**src/rtl/bit_fill_deserializer_if.sv**
```systemverilog
// Handshake bundle for the bit-fill deserializer.
// The serial input side, the word output side and the fill counter travel together.
// master: the testbench or upstream/downstream logic that drives the stage.
// slave: the deserializer itself.
interface bit_fill_deserializer_if #(
  parameter int WIDTH = 8
);
  localparam int CW = $clog2(WIDTH + 1);

  logic             in_valid;
  logic             in_ready;
  logic             in_bit;
  logic             in_flush;
  logic             out_valid;
  logic             out_ready;
  logic [WIDTH-1:0] out_data;
  logic             out_partial;
  logic             out_all_ones;
  logic             out_all_zeros;
  logic [CW-1:0]    fill_count;

  modport master (
    output in_valid, in_bit, in_flush, out_ready,
    input  in_ready, out_valid, out_data, out_partial,
           out_all_ones, out_all_zeros, fill_count
  );

  modport slave (
    input  in_valid, in_bit, in_flush, out_ready,
    output in_ready, out_valid, out_data, out_partial,
           out_all_ones, out_all_zeros, fill_count
  );
endinterface

```
**src/rtl/bit_fill_deserializer.sv**
```systemverilog
// Serial-to-parallel stage that builds a WIDTH-bit word one bit per accepted beat.
// A flush closes a partial word early and pads the unfilled positions with PAD_BIT.
// The finished word and its all-ones/all-zeros flags are registered together.
module bit_fill_deserializer #(
  parameter int WIDTH     = 8,
  parameter bit LSB_FIRST = 1'b1,
  parameter bit PAD_BIT   = 1'b0
) (
  input logic                    clk,
  input logic                    rst_n,
  bit_fill_deserializer_if.slave bus
);
  localparam int            CW         = $clog2(WIDTH + 1);
  localparam logic [CW-1:0] FULL_COUNT = CW'(WIDTH);
  localparam logic [0:0]    FILL       = 1'b0;
  localparam logic [0:0]    HOLD       = 1'b1;

  logic [0:0]       state_r;
  logic [0:0]       state_nxt_s;
  logic [WIDTH-1:0] word_r;
  logic [WIDTH-1:0] word_nxt_s;
  logic [WIDTH-1:0] final_word_s;
  logic [CW-1:0]    fill_r;
  logic [CW-1:0]    count_after_s;
  logic [CW-1:0]    fill_nxt_s;
  logic [WIDTH-1:0] out_data_r;
  logic             out_partial_r;
  logic             out_all_ones_r;
  logic             out_all_zeros_r;
  logic             in_ready_s;
  logic             accept_s;
  logic             full_s;
  logic             flush_s;
  logic             complete_s;

  // Fill order: position i receives the bit accepted at this fill index.
  function automatic int fill_index(input int i);
    return LSB_FIRST ? i : (WIDTH - 1 - i);
  endfunction

  // Accept, completion and flush decisions plus next-word assembly.
  always_comb begin
    in_ready_s    = (state_r == FILL) || bus.out_ready;
    accept_s      = bus.in_valid && in_ready_s;
    count_after_s = accept_s ? (fill_r + {{(CW-1){1'b0}}, 1'b1}) : fill_r;
    full_s        = accept_s && (count_after_s == FULL_COUNT);
    // A flush on the completing beat is treated as an ordinary full word.
    flush_s       = in_ready_s && bus.in_flush &&
                    (count_after_s != {CW{1'b0}}) && !full_s;
    complete_s    = full_s || flush_s;
    word_nxt_s    = word_r;
    final_word_s  = word_r;
    for (int i = 0; i < WIDTH; i++) begin
      if (accept_s && (fill_index(i) == int'(fill_r))) begin
        word_nxt_s[i] = bus.in_bit;
      end else begin
        word_nxt_s[i] = word_r[i];
      end
    end
    // Positions not yet reached by the fill take the pad value.
    for (int i = 0; i < WIDTH; i++) begin
      if (fill_index(i) < int'(count_after_s)) begin
        final_word_s[i] = word_nxt_s[i];
      end else begin
        final_word_s[i] = PAD_BIT;
      end
    end
    if (complete_s) begin
      fill_nxt_s = {CW{1'b0}};
    end else begin
      fill_nxt_s = count_after_s;
    end
    case (state_r)
      FILL: begin
        if (complete_s) begin
          state_nxt_s = HOLD;
        end else begin
          state_nxt_s = FILL;
        end
      end
      HOLD: begin
        if (complete_s) begin
          state_nxt_s = HOLD;
        end else if (bus.out_ready) begin
          state_nxt_s = FILL;
        end else begin
          state_nxt_s = HOLD;
        end
      end
      default: state_nxt_s = FILL;
    endcase
  end

  // FSM state, word under construction and fill counter.
  always_ff @(posedge clk or negedge rst_n) begin
    if (!rst_n) begin
      state_r <= FILL;
      word_r  <= {WIDTH{1'b0}};
      fill_r  <= {CW{1'b0}};
    end else begin
      state_r <= state_nxt_s;
      word_r  <= word_nxt_s;
      fill_r  <= fill_nxt_s;
    end
  end

  // Presented word and its flags, captured only when a word completes.
  always_ff @(posedge clk or negedge rst_n) begin
    if (!rst_n) begin
      out_data_r      <= {WIDTH{1'b0}};
      out_partial_r   <= 1'b0;
      out_all_ones_r  <= 1'b0;
      out_all_zeros_r <= 1'b1;
    end else if (complete_s) begin
      out_data_r      <= final_word_s;
      out_partial_r   <= flush_s;
      out_all_ones_r  <= &final_word_s;
      out_all_zeros_r <= ~|final_word_s;
    end
  end

  assign bus.in_ready      = in_ready_s;
  assign bus.out_valid     = (state_r == HOLD);
  assign bus.out_data      = out_data_r;
  assign bus.out_partial   = out_partial_r;
  assign bus.out_all_ones  = out_all_ones_r;
  assign bus.out_all_zeros = out_all_zeros_r;
  assign bus.fill_count    = fill_r;
endmodule

```
**src/flat_wrapper.sv**
```systemverilog
// flat-port wrapper written by rule: the top's interface ports become plain ports
module bit_fill_deserializer_flat 
#(
  parameter int WIDTH     = 8,
  parameter bit LSB_FIRST = 1'b1,
  parameter bit PAD_BIT   = 1'b0
)
  (clk, rst_n, bus_in_valid, bus_in_bit, bus_in_flush, bus_out_ready, bus_in_ready, bus_out_valid, bus_out_data, bus_out_partial, bus_out_all_ones, bus_out_all_zeros, bus_fill_count);
  bit_fill_deserializer_if #(.WIDTH(WIDTH)) bus_i ();
  input logic clk;
  input logic rst_n;
  input wire logic [$bits(bus_i.in_valid)-1:0] bus_in_valid;
  input wire logic [$bits(bus_i.in_bit)-1:0] bus_in_bit;
  input wire logic [$bits(bus_i.in_flush)-1:0] bus_in_flush;
  input wire logic [$bits(bus_i.out_ready)-1:0] bus_out_ready;
  output wire logic [$bits(bus_i.in_ready)-1:0] bus_in_ready;
  output wire logic [$bits(bus_i.out_valid)-1:0] bus_out_valid;
  output wire logic [$bits(bus_i.out_data)-1:0] bus_out_data;
  output wire logic [$bits(bus_i.out_partial)-1:0] bus_out_partial;
  output wire logic [$bits(bus_i.out_all_ones)-1:0] bus_out_all_ones;
  output wire logic [$bits(bus_i.out_all_zeros)-1:0] bus_out_all_zeros;
  output wire logic [$bits(bus_i.fill_count)-1:0] bus_fill_count;
  assign bus_i.in_valid = bus_in_valid;
  assign bus_i.in_bit = bus_in_bit;
  assign bus_i.in_flush = bus_in_flush;
  assign bus_i.out_ready = bus_out_ready;
  assign bus_in_ready = bus_i.in_ready;
  assign bus_out_valid = bus_i.out_valid;
  assign bus_out_data = bus_i.out_data;
  assign bus_out_partial = bus_i.out_partial;
  assign bus_out_all_ones = bus_i.out_all_ones;
  assign bus_out_all_zeros = bus_i.out_all_zeros;
  assign bus_fill_count = bus_i.fill_count;
  bit_fill_deserializer #(.WIDTH(WIDTH), .LSB_FIRST(LSB_FIRST), .PAD_BIT(PAD_BIT)) u_core (.clk(clk), .rst_n(rst_n), .bus(bus_i));
endmodule
```
**config.mk**
```make
export PLATFORM = sky130hd
export DESIGN_NAME = bit_fill_deserializer_flat
export DESIGN_NICKNAME = d
export VERILOG_FILES = /design/src/rtl/bit_fill_deserializer_if.sv /design/src/rtl/bit_fill_deserializer.sv /design/src/flat_wrapper.sv
export SDC_FILE = /design/constraint.sdc
export NUM_CORES = 1
export LEC_CHECK = 0
export BUFFER_PORTS_ARGS = -buffer_cell sky130_fd_sc_hd__buf_4
export CORE_MARGIN = 5
export CORE_UTILIZATION = 57
export DETAILED_ROUTE_END_ITERATION = 16
export GPL_TIMING_DRIVEN = 0
export PLACE_DENSITY = 0.81
export SKIP_CTS_REPAIR_TIMING = 1
export SLEW_MARGIN = 20
export SYNTH_ARGS = -nofsm -noshare
export SYNTH_HDL_FRONTEND = slang
export SYNTH_SLANG_ARGS = --single-unit
export TNS_END_PERCENT = 100
```
**constraint.sdc**
```tcl
create_clock -name clk -period 3.9 [get_ports clk]
set_clock_uncertainty 0.2 [all_clocks]
set_input_delay 1.17 -clock clk [delete_from_list [all_inputs] [get_ports clk]]
set_output_delay 1.17 -clock clk [all_outputs]
set_load 0.01 [all_outputs]
```
==> flow_summary.toml, run 1 <==
[power_and_ir_drop]
pwr_density_cell_nw_per_um2 = 568.9
p_leak_uw = 0.0007788
total_power_uw = 915.5
vdd_drop_max_uv = 417.0

[routing]
drt_iter0_drc = 81
drt.antenna.violating_nets = 0
drc_errors = 0
wl_um = 3037
first_pass_iters = 5
routed_via_density = 6.149
wl_per_cell_um = 15.65
num_vias = 1193

[job]
maxCapViolations = 0

[clock_tree]
cts.sinks = 24
cts_root_buffer = "clkbuf_4"
cts_tree = "yes"
cts-buffers-inserted = 3
cts_buffer_depth = 2
clkTransAtPathRegs_ns = 0.12
clock_latency_ns = 0.32
cts.htree.levels = 1

[yosys]
synth_area_per_cell_um2 = 9.804
synth-simple-area-share_pct = 18.96
synth_xor_area_share_pct = 2.552
syn_nets = 150
ys_seq_area_share_pct = 43.85
synth_area_leaders = "dfrtp_1, nand2_1, ha_1"
synth_compound_area_share_pct = 18.60
yosys.area.top_type = "dfrtp_1"
synth-seq-cells = 24
synth.mux.area_fraction_pct = 6.928
syn_area_um2 = 1373
synth_fa_ha_area_share_pct = 3.646
synthDominantCellAreaShare_pct = 41.93
netlist_instances = 140
ys_warn_count = 0
synth_cell_types = 41
synth_top_family_by_area = "simple AND/OR/NAND/NOR gates"

[final_layout]
layout_commonest_cell = "dfrtp_1"
post_layout_nonfiller_instances = 194
layout_common_cells = "dfrtp_1, buf_4, nand2_1, o21ai_0"
nets = 177
drive_gt1_share_pct = 25.90
antenna_cells = 0
area_growth_pct = 17.23
fill_cells = 182

[global_routing]
overflow = 0
grt_pass1_wl_um = 5154
grt_max_degree = 25
gr-usage-all-layers_pct = 19.34
antenna_found_initial = 0
grt_pass1_vias = 1120

[placed_design]
dpl.cell_count = 190
dpl_worst_slack_ns = 0.5935
gp_congestion = 0.8793
portBuffers = 22
place_hpwl_um = 2314

[sta]
worst_pin_slew_ns = 0.6329
setup_slack_ns = 0.6258
grt_setup_unrepaired = "no"
maxSlewHeadroom_pct = 57.67
period_needed_ns = 3.274
setup_viol = 0
fin_crit_sh_pct = 83.95
fmax_mhz = 305.4
hold_violations = 0
fin_tns_setup_ns = 0
slew_viol_final = 0

[setup_path]
rrSetupSlack_ns = 1.24
cp.arrival_ns = 1.90
cpMostUsedCell = "buf_4"
critical-path-max-stage-delay_ns = 0.20
worst-setup-path-type = "in -> out"
cp_max_fo = 10
path_delay_family = "buffers and inverters"
cp_slowest_cell = "buf_2"
path_cells = "buf_4 > nor2b_2 > inv_2 > buf_2 > buf_4"
critPathCaptureType = "output pin"
path_buf_inv = 4
crit_required_ns = 2.53
startpoint_type = "primary input"

[hold_path]
hold_path.class = "reg -> reg"

[floorplanning]
die_x_um = 59.07
design.die.area_um2 = 3489
pin_count = 23
die_height_um = 59.07
core-area_um2 = 2255
num_rows = 17
start_util_pct = 60.88

[outcome]
status = "finished, final reports clean"
==> cells by family (layout without fill, tap and decap cells) <==
family          count (synthesis)  in the layout
buf+inv                        15             41
xor+xnor                        4              4
compound gates                 34             34
fa+ha+maj                       4              4
flops                          24             24
simple gates                   50             50
mux                             9              9
==> area by class of cell <==
| cell class | count | area (um2) | share of cell area [%] |
|---|---|---|---|
| Timing Repair Buffer | 22 | 165.2 | 10.26 |
| Clock buffer | 4 | 36.28 | 2.255 |
| Buffer | 7 | 45.04 | 2.799 |
| Multi-Input combinational cell | 101 | 695.7 | 43.23 |
| Inverter | 8 | 30.03 | 1.866 |
| Tap cell | 28 | 35.03 | 2.177 |
| Sequential cell | 24 | 601.8 | 37.40 |
==> worst paths after layout <==
| kind | to | start | cells after the start |
|---|---|---|---|
| min in group asynchronous | u_core.bus.out_data[5]$_DFFE_PN0P_ | rst_n | 1 |
| setup reg to reg | u_core.bus.out_all_zeros$_DFFE_PN1P_ | u_core.bus.fill_count[0]$_DFF_PN0_ | 9 |
| hold / removal | u_core.bus.out_all_zeros$_DFFE_PN1P_ | u_core.bus.out_all_zeros$_DFFE_PN1P_ | 2 |
| max in group asynchronous | u_core.bus.out_all_zeros$_DFFE_PN1P_ | rst_n | 1 |
| setup / recovery | bus_in_ready | bus_out_ready | 5 |
| hold reg to reg | u_core.bus.out_all_zeros$_DFFE_PN1P_ | u_core.bus.out_all_zeros$_DFFE_PN1P_ | 2 |
==> synth_stat cells, drive strengths merged <==
| master | n |
|---|---|
| o21a | 1 |
| ha | 4 |
| o21ai | 9 |
| buf | 5 |
| o41ai | 1 |
| nor2 | 5 |
| o31ai | 4 |
| o22a | 2 |
| nand4b | 4 |
| a21oi | 4 |
| xor2 | 1 |
| or4 | 1 |
| o2111ai | 1 |
| or3 | 1 |
| dfstp | 1 |
| dfrtp | 23 |
| a31o | 1 |
| and3 | 1 |
| mux2i | 5 |
| xnor2 | 3 |
| clkbuf | 2 |
| o21bai | 1 |
| and2 | 4 |
| a32o | 4 |
| a211o | 1 |
| a2111oi | 1 |
| mux2 | 4 |
| inv | 8 |
| nand4 | 4 |
| nand3 | 7 |
| a2bb2oi | 1 |
| nor2b | 3 |
| a21o | 1 |
| nand2 | 20 |
| a22oi | 2 |
==> flip-flops by register name (all words and copies together) (netlist names) <==
| signal | flops |
|---|---|
| u_core.bus.out_partial | 1 |
| u_core.bus.out_valid | 1 |
| u_core.bus.out_all_zeros | 1 |
| u_core.bus.fill_count | 4 |
| u_core.bus.out_all_ones | 1 |
| u_core.bus.out_data | 8 |
| u_core.word_r | 8 |
==> worst reg2reg max path: cells and delay by family, from the launching register on <==
kind | cells | cell delay, ns
DFF | 1 | 0.54
adders and majority gates | 1 | 0.35
buffers and inverters | 2 | 0.26
and+or+nand+nor | 3 | 0.60
AOI/OAI and AO/OA | 3 | 0.64
==> layer usage <==
| layer | track usage [%] | part of all wire (%) | vias up |
|---|---|---|---|
| met2 | 29.65 | 44 | 50 |
| li1 | - | - | 567 |
| met4 | 6.796 | 2.9 | 0 |
| met1 | 28.28 | 48 | 561 |
| met3 | 1.961 | 5.5 | 15 |
| met5 | 0 | 0 | - |
==> power by group <==
group	switching, uW	leakage (uW)	internal, uW	total (uW)
clock	71.5	0.0000210	57.1	129
combinational	246	0.000444	183	429
sequential	47.8	0.000314	310	358
total	365	0.000779	550	915
==> stage by stage <==
step,area [um2],hold slack (ns),utilization [%]
finish,1609,0.2924,71.37
global route,1609,0.3230,71.37
CTS,1609,0.2984,71.37
detailed placement,1573,0.2770,69.76
global placement,1573,0.2671,69.76
floorplan,1373,0.2509,-
(Power assumes the default switching activity.)
==> inputs of run 2 (changes only) <==
- CORE_UTILIZATION: 57 -> 55
- PLACE_DENSITY: 0.81 -> 0.78
- clock period: 3.9 -> 3.15 ns (I/O delays scaled with it)
==> run 2 against run 1 <==
Total power increased by 26%; critical endpoint is now u_core.bus.out_data[6]$_DFFE_PN0P_; largest cell class unchanged; non-clock buffer count unchanged; wire length increased by 7.3%.
==> flow_summary.toml, run 2 (synthesis results as in run 1) <==
[final_layout]
layout_common_cells = "dfrtp_1, buf_4, nand2_1, o21ai_0"
nets = 177
area_growth_pct = 17.41
antenna_cells = 0
layout_commonest_cell = "dfrtp_1"
drive_gt1_share_pct = 25.90

[power_and_ir_drop]
p_comb_share_pct = 46.9
switching_share_pct = 41.07
p_leak_uw = 0.0007788
p_switching_uw = 475.5
internal-power_uw = 682.4
pwr_density_cell_nw_per_um2 = 718.5
vdd_drop_max_uv = 492.3
sequentialPowerShare_pct = 38.7
p_clk_share_pct = 14.4

[clock_tree]
clkTransAtPathRegs_ns = 0.13
cts.sinks = 24
cts-buffers-inserted = 3
clock_latency_ns = 0.32
cts.htree.levels = 1
cts_root_buffer = "clkbuf_4"
cts_tree = "yes"
cts_buffer_depth = 2

[placed_design]
dpl_worst_slack_ns = 0.01171
portBuffers = 22
place_hpwl_um = 2446
gp_congestion = 0.9076

[floorplanning]
die_height_um = 59.96
design.die.area_um2 = 3595
core-area_um2 = 2432
die_x_um = 59.96
pin_count = 23
num_rows = 18
start_util_pct = 56.43

[setup_path]
regToRegStartpoint = "u_core.bus.fill_count[0]$_DFF_PN0_"
reg2reg_to = "u_core.bus.out_all_zeros$_DFFE_PN1P_"
cp_max_fo = 10
path_cells = "buf_4 > nor2b_2 > inv_2 > and2_1 > o31ai_1 > a32o_1 > buf_6 > buf_2 > nand2_1 > o31ai_1"
critPathCaptureType = "flip-flop"
worst-setup-path-type = "in -> reg"
rrSetupSlack_ns = 0.46
startpoint_type = "primary input"
crit_required_ns = 3.17
ff2ff_path_depth = 9
path_delay_family = "compound AO/OA/AOI/OAI gates"
cpMostUsedCell = "o31ai_1"
path_buf_inv = 4
cp.arrival_ns = 2.85
critical-path-max-stage-delay_ns = 0.51
cp_slowest_cell = "o31ai_1"

[job]
maxCapViolations = 0

[sta]
slew_viol_final = 0
fin_tns_setup_ns = 0
period_needed_ns = 2.827
worst_pin_slew_ns = 0.6456
fin_crit_sh_pct = 89.75
setup_slack_ns = 0.3227
grt_setup_unrepaired = "no"
fmax_mhz = 353.7
hold_violations = 0
setup_viol = 0
maxSlewHeadroom_pct = 56.81

[global_routing]
grt_pass1_wl_um = 5637
grt_max_degree = 25
gr-usage-met3_pct = 3.672
grt_pass1_vias = 1188
grt-busiest-layer = "met2"
met2_usage_pct = 32.72
overflow = 0
antenna_found_initial = 0
gr-usage-all-layers_pct = 21.02
use_met1_pct = 29.23

[routing]
first_pass_iters = 4
wl_um = 3260
drc_errors = 0
num_vias = 1173
drt.antenna.violating_nets = 0
routed_via_density = 5.985
wl_per_cell_um = 16.63
drt_iter0_drc = 39

[outcome]
status = "finished, final reports clean"

[hold_path]
hold_path.class = "in -> async"
[run 2: stage by stage]
stage | hold WS [ns] | std cells | cell area (um2) | total power [uW] | util [%]
2_1_floorplan | 0.2509 | 140 | 1373 | 802.5 | -
3_3_place_gp | 0.2679 | 192 | 1575 | 968.8 | 64.76
3_5_place_dp | 0.2702 | 192 | 1575 | 992.4 | 64.76
4_1_cts | 0.2965 | 196 | 1612 | 1159 | 66.26
5_1_grt | 0.2950 | 196 | 1612 | 1247 | 66.26
6_report | 0.2921 | 196 | 1612 | 1158 | 66.26
[run 2: layer usage]
layer | part of all wire, % | up-vias | wire length, um
met5 | 0 | - | 0
met4 | 1.6 | 0 | 51
met3 | 4.6 | 10 | 149
met2 | 49 | 38 | 1592
met1 | 45 | 565 | 1467
li1 | - | 560 | -
[run 2: how the worst max path moves through the flow]
stage | start | end | slack (ns) | cells after the start
after floorplan | bus_out_ready | u_core.bus.out_data[7]$_DFFE_PN0P_ | 0.47 | 7
after global placement | bus_out_ready | u_core.bus.out_data[0]$_DFFE_PN0P_ | 0.09 | 9
after detailed placement | bus_out_ready | u_core.bus.out_data[6]$_DFFE_PN0P_ | 0.01 | 10
after CTS | bus_out_ready | bus_in_ready | 0.34 | 5
after global routing | bus_out_ready | u_core.bus.out_data[3]$_DFFE_PN0P_ | 0.17 | 10
final | bus_out_ready | u_core.bus.out_data[6]$_DFFE_PN0P_ | 0.32 | 10
[run 2: layout make-up]
| class | count | area (um2) |
|---|---|---|
| Timing Repair Buffer | 22 | 165.2 |
| Fill cell | 209 | 820.8 |
| Buffer | 7 | 45.04 |
| Sequential cell | 24 | 601.8 |
| Clock buffer | 4 | 36.28 |
| Tap cell | 30 | 37.54 |
| Inverter | 8 | 30.03 |
| Multi-Input combinational cell | 101 | 695.7 |
[run 2: power groups by stage]
| stage | logic, uW | registers (uW) | clock network (uW) |
|---|---|---|---|
| 2_1_floorplan | 345 | 457 | 0 |
| 3_3_place_gp | 523 | 446 | 0 |
| 3_5_place_dp | 538 | 455 | 0 |
| 4_1_cts | 541 | 448 | 170 |
| 5_1_grt | 602 | 458 | 186 |
| 6_report | 543 | 448 | 167 |
